`src/rtl/alarm_ctrl_if.sv`:
```
// alarm_ctrl_if: time-core strobes and button levels in, buzzer and session status out
interface alarm_ctrl_if;
  logic       i_sectick;
  logic       i_mintick;
  logic       i_match;
  logic [2:0] i_day;
  logic       i_alarmon;
  logic       i_snooze;
  logic       i_dismiss;
  logic       o_buzz;
  logic       o_active;
  logic       o_snoozed;
  logic [3:0] o_snzcnt;
  modport master (
    output i_sectick, i_mintick, i_match, i_day, i_alarmon, i_snooze, i_dismiss,
    input  o_buzz, o_active, o_snoozed, o_snzcnt
  );
  modport slave (
    input  i_sectick, i_mintick, i_match, i_day, i_alarmon, i_snooze, i_dismiss,
    output o_buzz, o_active, o_snoozed, o_snzcnt
  );
endinterface

```
`src/rtl/alarm_ctrl.sv`:
```
// alarm_ctrl: alarm session FSM with weekday mask, beep pattern, limited snooze and ring timeout
module alarm_ctrl #(
  parameter int         NW          = 7,
  parameter logic [6:0] WEEKMASK    = 7'b0011111,
  parameter int         BEEP_ON     = 1,
  parameter int         BEEP_OFF    = 1,
  parameter int         SNOOZE_MIN  = 9,
  parameter int         MAX_SNOOZE  = 3,
  parameter int         TIMEOUT_MIN = 5
) (
  input logic          clk,
  input logic          rst,
  alarm_ctrl_if.slave  bus
);
  typedef enum logic [1:0] {IDLE, RING, SNOOZE, DONE} state_t;
  localparam logic [7:0] MASK8 = 8'(WEEKMASK);
  localparam logic [3:0] PON   = 4'(BEEP_ON);
  localparam logic [3:0] PMAX  = 4'(BEEP_ON + BEEP_OFF - 1);
  localparam logic [3:0] SNZ   = 4'(SNOOZE_MIN);
  localparam logic [2:0] MAXS  = 3'(MAX_SNOOZE);
  localparam logic [3:0] TMO   = 4'(TIMEOUT_MIN);
  state_t     r_state, w_next;
  logic       r_match_d, r_snz_d, r_dis_d;
  logic [3:0] r_phase, w_phase, r_tmr, w_tmr, r_snzcnt, w_snz;
  logic [2:0] r_used, w_used;
  logic       r_buzz, r_active, r_snoozed;
  logic       w_match_e, w_snz_e, w_dis_e, w_day_ok;
  assign w_match_e = bus.i_match & ~r_match_d;
  assign w_snz_e   = bus.i_snooze & ~r_snz_d;
  assign w_dis_e   = bus.i_dismiss & ~r_dis_d;
  // days outside the week index the zero-padded top of the mask and never trigger
  assign w_day_ok  = (int'(bus.i_day) < NW) && MASK8[bus.i_day];
  assign bus.o_buzz    = r_buzz;
  assign bus.o_active  = r_active;
  assign bus.o_snoozed = r_snoozed;
  assign bus.o_snzcnt  = r_snzcnt;
  // next state and counters; priority is enable, dismiss, snooze, then timer events
  always_comb begin
    w_next  = r_state;
    w_phase = r_phase;
    w_tmr   = r_tmr;
    w_used  = r_used;
    w_snz   = r_snzcnt;
    case (r_state)
      IDLE: if (w_match_e && bus.i_alarmon && w_day_ok) begin
        w_next  = RING;
        w_phase = '0;
        w_tmr   = '0;
        w_used  = '0;
      end
      RING: if (!bus.i_alarmon) w_next = IDLE;
      else if (w_dis_e) w_next = DONE;
      else if (w_snz_e && r_used < MAXS) begin
        w_next = SNOOZE;
        w_snz  = SNZ;
        w_used = r_used + 3'd1;
      end else begin
        if (bus.i_sectick) w_phase = (r_phase == PMAX) ? '0 : r_phase + 4'd1;
        if (bus.i_mintick) w_tmr = r_tmr + 4'd1;
        if (bus.i_mintick && r_tmr + 4'd1 == TMO) w_next = DONE;
      end
      SNOOZE: if (!bus.i_alarmon) w_next = IDLE;
      else if (w_dis_e) w_next = DONE;
      else if (bus.i_mintick && r_snzcnt == 4'd1) begin
        w_next  = RING;
        w_phase = '0;
        w_tmr   = '0;
      end else if (bus.i_mintick) w_snz = r_snzcnt - 4'd1;
      default: if (!bus.i_alarmon || !bus.i_match) w_next = IDLE;
    endcase
  end
  // state, edge history and registered outputs derived from the next state
  always_ff @(posedge clk) begin
    if (rst) begin
      r_state   <= IDLE;
      r_match_d <= 1'b1;
      r_snz_d   <= 1'b1;
      r_dis_d   <= 1'b1;
      r_phase   <= '0;
      r_tmr     <= '0;
      r_used    <= '0;
      r_snzcnt  <= '0;
      r_buzz    <= 1'b0;
      r_active  <= 1'b0;
      r_snoozed <= 1'b0;
    end else begin
      r_state   <= w_next;
      r_match_d <= bus.i_match;
      r_snz_d   <= bus.i_snooze;
      r_dis_d   <= bus.i_dismiss;
      r_phase   <= w_phase;
      r_tmr     <= w_tmr;
      r_used    <= w_used;
      r_snzcnt  <= (w_next == SNOOZE) ? w_snz : '0;
      r_buzz    <= (w_next == RING) && (w_phase < PON);
      r_active  <= (w_next == RING) || (w_next == SNOOZE);
      r_snoozed <= (w_next == SNOOZE);
    end
  end
endmodule

```
`src/flat_wrapper.sv`:
```
// flat-port wrapper written by rule: the top's interface ports become plain ports
module alarm_ctrl_flat 
#(
  parameter int         NW          = 7,
  parameter logic [6:0] WEEKMASK    = 7'b0011111,
  parameter int         BEEP_ON     = 1,
  parameter int         BEEP_OFF    = 1,
  parameter int         SNOOZE_MIN  = 9,
  parameter int         MAX_SNOOZE  = 3,
  parameter int         TIMEOUT_MIN = 5
)
  (clk, rst, bus_i_sectick, bus_i_mintick, bus_i_match, bus_i_day, bus_i_alarmon, bus_i_snooze, bus_i_dismiss, bus_o_buzz, bus_o_active, bus_o_snoozed, bus_o_snzcnt);
  alarm_ctrl_if bus_i ();
  input logic clk;
  input logic rst;
  input wire logic [$bits(bus_i.i_sectick)-1:0] bus_i_sectick;
  input wire logic [$bits(bus_i.i_mintick)-1:0] bus_i_mintick;
  input wire logic [$bits(bus_i.i_match)-1:0] bus_i_match;
  input wire logic [$bits(bus_i.i_day)-1:0] bus_i_day;
  input wire logic [$bits(bus_i.i_alarmon)-1:0] bus_i_alarmon;
  input wire logic [$bits(bus_i.i_snooze)-1:0] bus_i_snooze;
  input wire logic [$bits(bus_i.i_dismiss)-1:0] bus_i_dismiss;
  output wire logic [$bits(bus_i.o_buzz)-1:0] bus_o_buzz;
  output wire logic [$bits(bus_i.o_active)-1:0] bus_o_active;
  output wire logic [$bits(bus_i.o_snoozed)-1:0] bus_o_snoozed;
  output wire logic [$bits(bus_i.o_snzcnt)-1:0] bus_o_snzcnt;
  assign bus_i.i_sectick = bus_i_sectick;
  assign bus_i.i_mintick = bus_i_mintick;
  assign bus_i.i_match = bus_i_match;
  assign bus_i.i_day = bus_i_day;
  assign bus_i.i_alarmon = bus_i_alarmon;
  assign bus_i.i_snooze = bus_i_snooze;
  assign bus_i.i_dismiss = bus_i_dismiss;
  assign bus_o_buzz = bus_i.o_buzz;
  assign bus_o_active = bus_i.o_active;
  assign bus_o_snoozed = bus_i.o_snoozed;
  assign bus_o_snzcnt = bus_i.o_snzcnt;
  alarm_ctrl #(.NW(NW), .WEEKMASK(WEEKMASK), .BEEP_ON(BEEP_ON), .BEEP_OFF(BEEP_OFF), .SNOOZE_MIN(SNOOZE_MIN), .MAX_SNOOZE(MAX_SNOOZE), .TIMEOUT_MIN(TIMEOUT_MIN)) u_core (.clk(clk), .rst(rst), .bus(bus_i));
endmodule
```
`config.mk`:
```
export PLATFORM = sky130hd
export DESIGN_NAME = alarm_ctrl_flat
export DESIGN_NICKNAME = d
export VERILOG_FILES = /design/src/rtl/alarm_ctrl_if.sv /design/src/rtl/alarm_ctrl.sv /design/src/flat_wrapper.sv
export SDC_FILE = /design/constraint.sdc
export NUM_CORES = 1
export LEC_CHECK = 0
export CORE_MARGIN = 2
export CORE_UTILIZATION = 56
export CTS_BUF_LIST = sky130_fd_sc_hd__clkbuf_2
export CTS_CLUSTER_SIZE = 16
export DETAILED_ROUTE_END_ITERATION = 10
export PLACE_DENSITY_LB_ADDON = 0.1
export SLEW_MARGIN = 20
export SYNTH_ARGS = -nofsm -noshare
export SYNTH_HDL_FRONTEND = slang
export SYNTH_SLANG_ARGS = --single-unit
```
`constraint.sdc`:
```
create_clock -name clk -period 2.5 [get_ports clk]
set_input_delay 0.375 -clock clk [delete_from_list [all_inputs] [get_ports clk]]
set_output_delay 0.375 -clock clk [all_outputs]
set_load 0.05 [all_outputs]
```
After elaboration in Yosys (flattened, before gate mapping)
Memories as Yosys holds them, arrays and structs flattened.
Cells that the tools add are included.

word-level totals
  memories kept = 1
  register bits = 23
  output and inout port bits = 7
  memory bits (read-only) = 8
  word-level logic and storage cells = 107
  bits in writable memories = 0
  latch bits = 0

memories
  memory            depth  bits a word  rd ports  clocked after memory_dff  write ports  RTL line          text
  (name not given)  8      1            1         0                         0            alarm_ctrl.sv:32  assign w_day_ok = (int'(bus.i_day) < NW) && MASK8[bus.i_day];

cells by class
  mux-type cells = 43
  multiply operators = 0
  equality and inequality tests = 18
  reduce and logical (&&, ||, !) cells = 19
  shift-type cells = 0
  add/sub/neg operators = 4
  bitwise gates (word level) = 7
  divide/modulo/power cells = 0
  $lt $le $gt $ge = 4

operator list
  cell                                                    number
  2-to-1 mux 4 bit                                        24
  one-hot mux 4 bit (3 select lines)                      2
  2-to-1 mux 2 bit                                        9
  inequality test 2 bit (second input constant)           8
  2-to-1 mux 3 bit                                        4
  AND reduction 9 bit                                     1
  adder 4 x 1 -> 4 bit (second input constant)            2
  == test 4 x 1 -> 1 bit (second input constant)          2
  one-hot mux 4 bit (2 select lines)                      1
  AND reduction 8 bit                                     1
  logical AND 1 bit                                       7
  inequality test 2 x 1 -> 1 bit (second input constant)  3
  one-hot mux 2 bit (3 select lines)                      1
  one-hot mux 3 bit (2 select lines)                      1
  AND reduction 5 bit                                     1
  == test 2 x 1 -> 1 bit (second input constant)          2
  == test 2 bit (second input constant)                   2
  == test 4 x 3 -> 1 bit (second input constant)          1
  < comparator 3 x 4 -> 1 bit (second input constant)     1
  < comparator 4 x 1 -> 1 bit (second input constant)     1
  NOT 1 bit                                               4
  nonzero test 2 bit                                      2
  subtractor 4 x 1 -> 4 bit (second input constant)       1
  adder 3 x 1 -> 3 bit (second input constant)            1
  9 further kinds                                         13

Longest topological paths before layout
Gate-level depths: netlist of run 1.

  word-level depth = 11
  gate-level depth with buffers = 12
  gate-level depth less buffers = 12

Worst setup path before layout of run 1
Ideal clock, no wire load.

  path kind = register to register
  start = register u_core.r_snzcnt[0], in the netlist u_core.bus.o_snzcnt[0]
  end = register u_core.r_buzz, in the netlist u_core.bus.o_buzz
  data required time = 2439 ps
  data arrival time = 2179 ps
  path slack = 260 ps
  stages on the path, launching flop included = 12
  period minus slack after synthesis = 2240 ps
  buffers on the path = 0
  cells stage by stage = dfxtp_1 > ha_1 > nand4bb_1 > nand2_1 > a21boi_0 > mux2_2 > inv_1 > ha_1 > nand2b_1 > a41oi_1 > nand3_1 > and4bb_1

on the way
  cells in the longest elaborated chain, start to end = 8

RTL lines
  what                                RTL line          text
  start: declaration                  alarm_ctrl.sv:24  logic [3:0] r_phase, w_phase, r_tmr, w_tmr, r_snzcnt, w_snz;
  start signal: assignment            alarm_ctrl.sv:94  r_snzcnt <= (w_next == SNOOZE) ? w_snz : '0;
  == test 4 x 1 -> 1 bit              alarm_ctrl.sv:64  else if (bus.i_mintick && r_snzcnt == 4'd1) begin
  logical AND 1 bit                   alarm_ctrl.sv:64
  2-to-1 mux 2 bit                    alarm_ctrl.sv:64
  2-to-1 mux 2 bit                    alarm_ctrl.sv:63  else if (w_dis_e) w_next = DONE;
  2-to-1 mux 2 bit                    alarm_ctrl.sv:62  SNOOZE: if (!bus.i_alarmon) w_next = IDLE;
  one-hot mux 2 bit (3 select lines)  alarm_ctrl.sv:44  case (r_state)
  via u_core.w_next[0]                alarm_ctrl.sv:22  state_t r_state, w_next;
  == test 2 x 1 -> 1 bit              alarm_ctrl.sv:95  r_buzz <= (w_next == RING) && (w_phase < PON);
  logical AND 1 bit                   alarm_ctrl.sv:95
  end signal: assignment              alarm_ctrl.sv:95
  end: declaration                    alarm_ctrl.sv:26  logic r_buzz, r_active, r_snoozed;

The timed path passes the listed nets, and every way through them passes these cells.
A chain may end at the register's enable or synchronous reset.

Worst setup path after layout of run 1
  start = input port bus_i_day[1]
  end = register u_core.r_buzz, in the netlist u_core.bus.o_buzz

on the way
  cells in the longest elaborated chain, start to end = 8

RTL lines
  what                                    RTL line            text
  start: declaration                      flat_wrapper.sv:19  input wire logic [$bits(bus_i.i_day)-1:0] bus_i_day;
  memory read (8 x 1 bit)                 --
  2-to-1 mux 1 bit (not written as such)  alarm_ctrl.sv:32
  logical AND 1 bit *                     alarm_ctrl.sv:32
  logical AND 1 bit *                     alarm_ctrl.sv:45    IDLE: if (w_match_e && bus.i_alarmon && w_day_ok) begin
  2-to-1 mux 2 bit *                      alarm_ctrl.sv:45
  one-hot mux 2 bit (3 select lines) *    alarm_ctrl.sv:44
  via u_core.w_next[0]                    alarm_ctrl.sv:22
  == test 2 x 1 -> 1 bit *                alarm_ctrl.sv:95
  logical AND 1 bit *                     alarm_ctrl.sv:95

Mark *: on every way through the listed nets, which the timed path passes. The rest lies on a longest branch. The select of a mux whose other input is x is not followed.

==> impl_metrics.prom, run 1 <==
# TYPE chip_impl_metric gauge
chip_impl_metric{name="worst_slack",unit="ns"} 0.164
chip_impl_metric{name="hold_violations",unit=""} 0
chip_impl_metric{name="dpl_cell_area",unit="sq um"} 1610
chip_impl_metric{name="power_density",unit="nW/um^2"} 368
chip_impl_info{name="timing.critical_path.to_type",value="register"} 1
chip_impl_metric{name="number_of_gates_resized_after_cts",unit=""} 0
chip_impl_info{name="status",value="finished, final reports clean"} 1
chip_impl_metric{name="synth-warning-count",unit=""} 0
chip_impl_metric{name="worst_setup_slack_after_placement",unit="ns"} -0.227
chip_impl_metric{name="standard_cell_core_area",unit="sq um"} 2210
chip_impl_metric{name="ys_async_sr_fraction",unit="%"} 0
chip_impl_metric{name="power.ir.vdd_worst",unit="mV"} 0.431
chip_impl_metric{name="die-width",unit="um"} 52.5
chip_impl_metric{name="die_h",unit="um"} 52.5
chip_impl_metric{name="timing_max_transition_violations_final",unit=""} 0
chip_impl_metric{name="ys_seq_area_share",unit="%"} 35.0
chip_impl_metric{name="slew-limit-headroom",unit="%"} 66.8
chip_impl_metric{name="drive_gt1_share",unit="%"} 12.8
chip_impl_metric{name="core.rowCount",unit=""} 17
chip_impl_info{name="main_flop_type_after_synthesis",value="sky130_fd_sc_hd__dfxtp_1"} 1
chip_impl_metric{name="maximum_fanout_encountered_on_the_critical_timing_path",unit=""} 3
chip_impl_metric{name="reg2reg_setup_slack",unit="ns"} 0.24
chip_impl_metric{name="design.die.area",unit="sq um"} 2750
chip_impl_metric{name="io_buffer_count",unit=""} 17
chip_impl_info{name="clock-root-buffer",value="sky130_fd_sc_hd__clkbuf_2"} 1
chip_impl_metric{name="area_of_the_mapped_netlist",unit="sq um"} 1320
chip_impl_metric{name="yosysTopAreaCellShare",unit="%"} 35.0
chip_impl_metric{name="layout.filler_cells",unit=""} 188
chip_impl_metric{name="clock_sinks",unit=""} 23
chip_impl_metric{name="route.detailed.wl_per_inst",unit="um"} 13.8
chip_impl_metric{name="htree_num_levels",unit=""} 1
chip_impl_info{name="setup_repair_after_global_routing_missed_its_margin",value="no"} 1
chip_impl_metric{name="post-dp-hpwl",unit="um"} 2260
chip_impl_metric{name="tightest_slew",unit="ns"} 0.496
chip_impl_info{name="yosys-top-cells-area",value="sky130_fd_sc_hd__dfxtp_1, sky130_fd_sc_hd__ha_1, sky130_fd_sc_hd__a21oi_1, sky130_fd_sc_hd__o21ai_0, sky130_fd_sc_hd__nand3_1"} 1
chip_impl_info{name="critical_path.reg2reg.endpoint",value="u_core.bus.o_snzcnt[2]$_SDFFE_PP0P_"} 1
chip_impl_metric{name="postCtsSetupRepairBufs",unit=""} 0
chip_impl_metric{name="global_route_wire_length_before_repair",unit="um"} 4960
chip_impl_metric{name="post_synth_inst_count",unit=""} 155
chip_impl_info{name="r2r-start",value="u_core.r_tmr[0]$_SDFFE_PP0P_"} 1
chip_impl_metric{name="final_nets",unit=""} 208
chip_impl_metric{name="detail_route.drc_violations",unit=""} 0
chip_impl_metric{name="clock_pin_slew_on_the_worst_setup_and_hold_paths",unit="ns"} 0.22
chip_impl_metric{name="ctsLongestPathBuffers",unit=""} 2
chip_impl_info{name="endpoint",value="u_core.bus.o_buzz$_SDFF_PP0_"} 1
chip_impl_metric{name="initial_utilization",unit="%"} 59.5
chip_impl_metric{name="synth.ff_latch_count",unit=""} 23
chip_impl_metric{name="cp_data_arrival_time",unit="ns"} 2.66
chip_impl_info{name="synth_largest_area_cell",value="sky130_fd_sc_hd__dfxtp_1"} 1
chip_impl_metric{name="gpl.final_weighted_congestion",unit=""} 0.814
chip_impl_metric{name="grt_max_degree",unit=""} 14
chip_impl_metric{name="finClkSkew",unit="ns"} 0.0156
chip_impl_metric{name="dr.first_iter.drc_count",unit=""} 47
chip_impl_metric{name="vias_per_cell",unit=""} 5.79
chip_impl_metric{name="setup-tns-final",unit="ns"} 0
chip_impl_metric{name="gr-total-overflow",unit=""} 0
chip_impl_metric{name="count_of_distinct_cell_types_in_the_synthesized_netlist",unit=""} 42
chip_impl_metric{name="finalPower",unit="mW"} 0.601
chip_impl_metric{name="timing.critical_path.required",unit="ns"} 2.82
chip_impl_metric{name="timing.fmax",unit="MHz"} 428
chip_impl_metric{name="static-leakage-power",unit="nW"} 0.628
chip_impl_metric{name="global_route.usage.total",unit="%"} 24.4
chip_impl_info{name="worstSetupPathType",value="in2reg"} 1
chip_impl_metric{name="dr_total_vias",unit=""} 1245
chip_impl_info{name="min_path_type",value="reg2reg"} 1
chip_impl_metric{name="via_count_of_the_first_global_routing_pass",unit=""} 1119
chip_impl_metric{name="flow.area_growth_from_synthesis",unit="%"} 24.0
chip_impl_info{name="start_kind",value="primary input"} 1
chip_impl_metric{name="clock_latency",unit="ns"} 0.35
chip_impl_metric{name="avgSynthCellArea",unit="sq um"} 8.49
chip_impl_metric{name="number_of_antenna_violations_at_the_first_check_in_global_routing",unit=""} 0
chip_impl_metric{name="synth_fp_nets",unit=""} 175
chip_impl_metric{name="floorplan.io_pins",unit=""} 18
chip_impl_metric{name="cpPeakStageDelay",unit="ns"} 0.48
chip_impl_info{name="most_numerous_cell_in_the_yosys_netlist",value="sky130_fd_sc_hd__dfxtp_1"} 1
chip_impl_metric{name="cts-buffers-inserted",unit=""} 3
chip_impl_metric{name="detailed_route_wire_length",unit="um"} 2960
chip_impl_metric{name="min_path_cells",unit=""} 2
chip_impl_metric{name="max_cap_viol_count",unit=""} 0
chip_impl_metric{name="synth_edf_count",unit=""} 0
chip_impl_info{name="cts_tree",value="done"} 1
chip_impl_info{name="timing.critical_path.from",value="bus_i_day[1]"} 1
chip_impl_metric{name="postLayoutCellArea",unit="sq um"} 1630
chip_impl_metric{name="hold-worst-slack",unit="ns"} 0.511
chip_impl_metric{name="post_cts_hold_buffer_count",unit=""} 0
chip_impl_metric{name="ff2ff_path_depth",unit=""} 10
chip_impl_metric{name="fin_crit",unit="ns"} 2.34
chip_impl_metric{name="detailedRoute.firstPassIterationCount",unit=""} 4
chip_impl_metric{name="timing.final.crit_share",unit="%"} 93.5
chip_impl_metric{name="post_detailed_route_count_of_antenna_violating_nets",unit=""} 0
chip_impl_info{name="slowest_stage",value="sky130_fd_sc_hd__or4b_1"} 1
chip_impl_info{name="critical_path.cell_chain",value="clkdlybuf4s50_1 -> o21ai_0 -> or4b_1 -> a21boi_0 -> mux2_2 -> inv_1 -> ha_1 -> nand2b_1 -> a41oi_1 -> nand3_1 -> and4bb_1"} 1
chip_impl_metric{name="antenna_cells",unit=""} 0
chip_impl_metric{name="finalSetupViolations",unit=""} 0
## registers in the layout, indices dropped and copies added (netlist names), 2 cells and up
name                 cells
u_core.r_phase           4
u_core.r_tmr             4
u_core.bus.o_snzcnt      4
u_core.r_used            3
u_core.r_state           2
## cell type report
cell class                 count  area (sq um)  area share (%)
multi-input combinational    121           815            49.9
sequential                    23           460            28.2
timing repair buffer          30           268            16.4
tap                           28          35.0            2.15
inverter                       9          33.8            2.07
clock buffer                   4          20.0            1.23
## metrics by stage
stage	util (%)	cells
final	73.8	215
after global routing	73.8	215
after CTS	73.8	215
after detailed placement	72.9	211
after global placement	72.9	211
after floorplan	-	155
## logic make-up (layout without fill, tap and decap cells)
logic type	after synthesis	after routing	share of synthesized area [%]
DFF	23	23	35.0
xor gates and xnor gates	2	2	1.33
AOI/OAI and AO/OA	39	39	19.5
buffers and inverters	11	43	3.14
muxes	2	2	1.62
adders and majority gates	9	9	8.56
and+or+nand+nor	69	69	30.9
## worst max-delay path: cells and delay by family
| family | cells | cell delay [ns] |
|---|---|---|
| buffers and inverters | 2 | 0.45 |
| AND/OR/NAND/NOR | 4 | 0.88 |
| multiplexers | 1 | 0.29 |
| adder cells (fa/ha/maj) | 1 | 0.13 |
| AO/OA/AOI/OAI | 3 | 0.52 |
## power by group
part / internal (mW) / total (mW) / switching, mW
logic: 0.0360 / 0.0685 / 0.0325
clock network: 0.0423 / 0.158 / 0.116
registers: 0.372 / 0.374 / 0.00254
## routing by layer
metal | GRT usage (%) | vias to the layer above | part of all wire (%)
li1 | - | 639 | -
met1 | 31.6 | 570 | 49
met2 | 39.4 | 31 | 46
met3 | 3.71 | 5 | 3.4
met4 | 12.0 | 0 | 1.6
met5 | 0 | - | 0
## cell usage in the layout, fill, tap and decap left out, drive strengths merged, types with 8 or more instances in the layout
| cell | n |
|---|---|
| nand2 | 9 |
| ha | 9 |
| a21oi | 9 |
| inv | 9 |
| dfxtp | 23 |
| buf | 13 |
| o21ai | 9 |
| nor2 | 9 |
| nand3 | 8 |
| clkdlybuf4s50 | 17 |
## how the worst min path moves through the flow
stage,from,end,slack (ns)
floorplan,rst,u_core.r_phase[3]$_SDFF_PP0_,0.45
finish,u_core.r_used[1]$_SDFFE_PP0P_,u_core.r_used[1]$_SDFFE_PP0P_,0.51
CTS,u_core.r_used[1]$_SDFFE_PP0P_,u_core.r_used[1]$_SDFFE_PP0P_,0.51
global route,u_core.r_tmr[3]$_SDFFE_PP0P_,u_core.r_tmr[3]$_SDFFE_PP0P_,0.53
global placement,u_core.r_used[2]$_SDFFE_PP0P_,u_core.r_used[2]$_SDFFE_PP0P_,0.47
detailed placement,u_core.r_used[2]$_SDFFE_PP0P_,u_core.r_used[2]$_SDFFE_PP0P_,0.48
(Power assumes the default switching activity.)
==> inputs of run 2 (changes only) <==
SKIP_CTS_REPAIR_TIMING = 1   (was not set)
==> results of run 2 <==
Same layout as run 1: the final DEF is identical, and so are final timing and power.
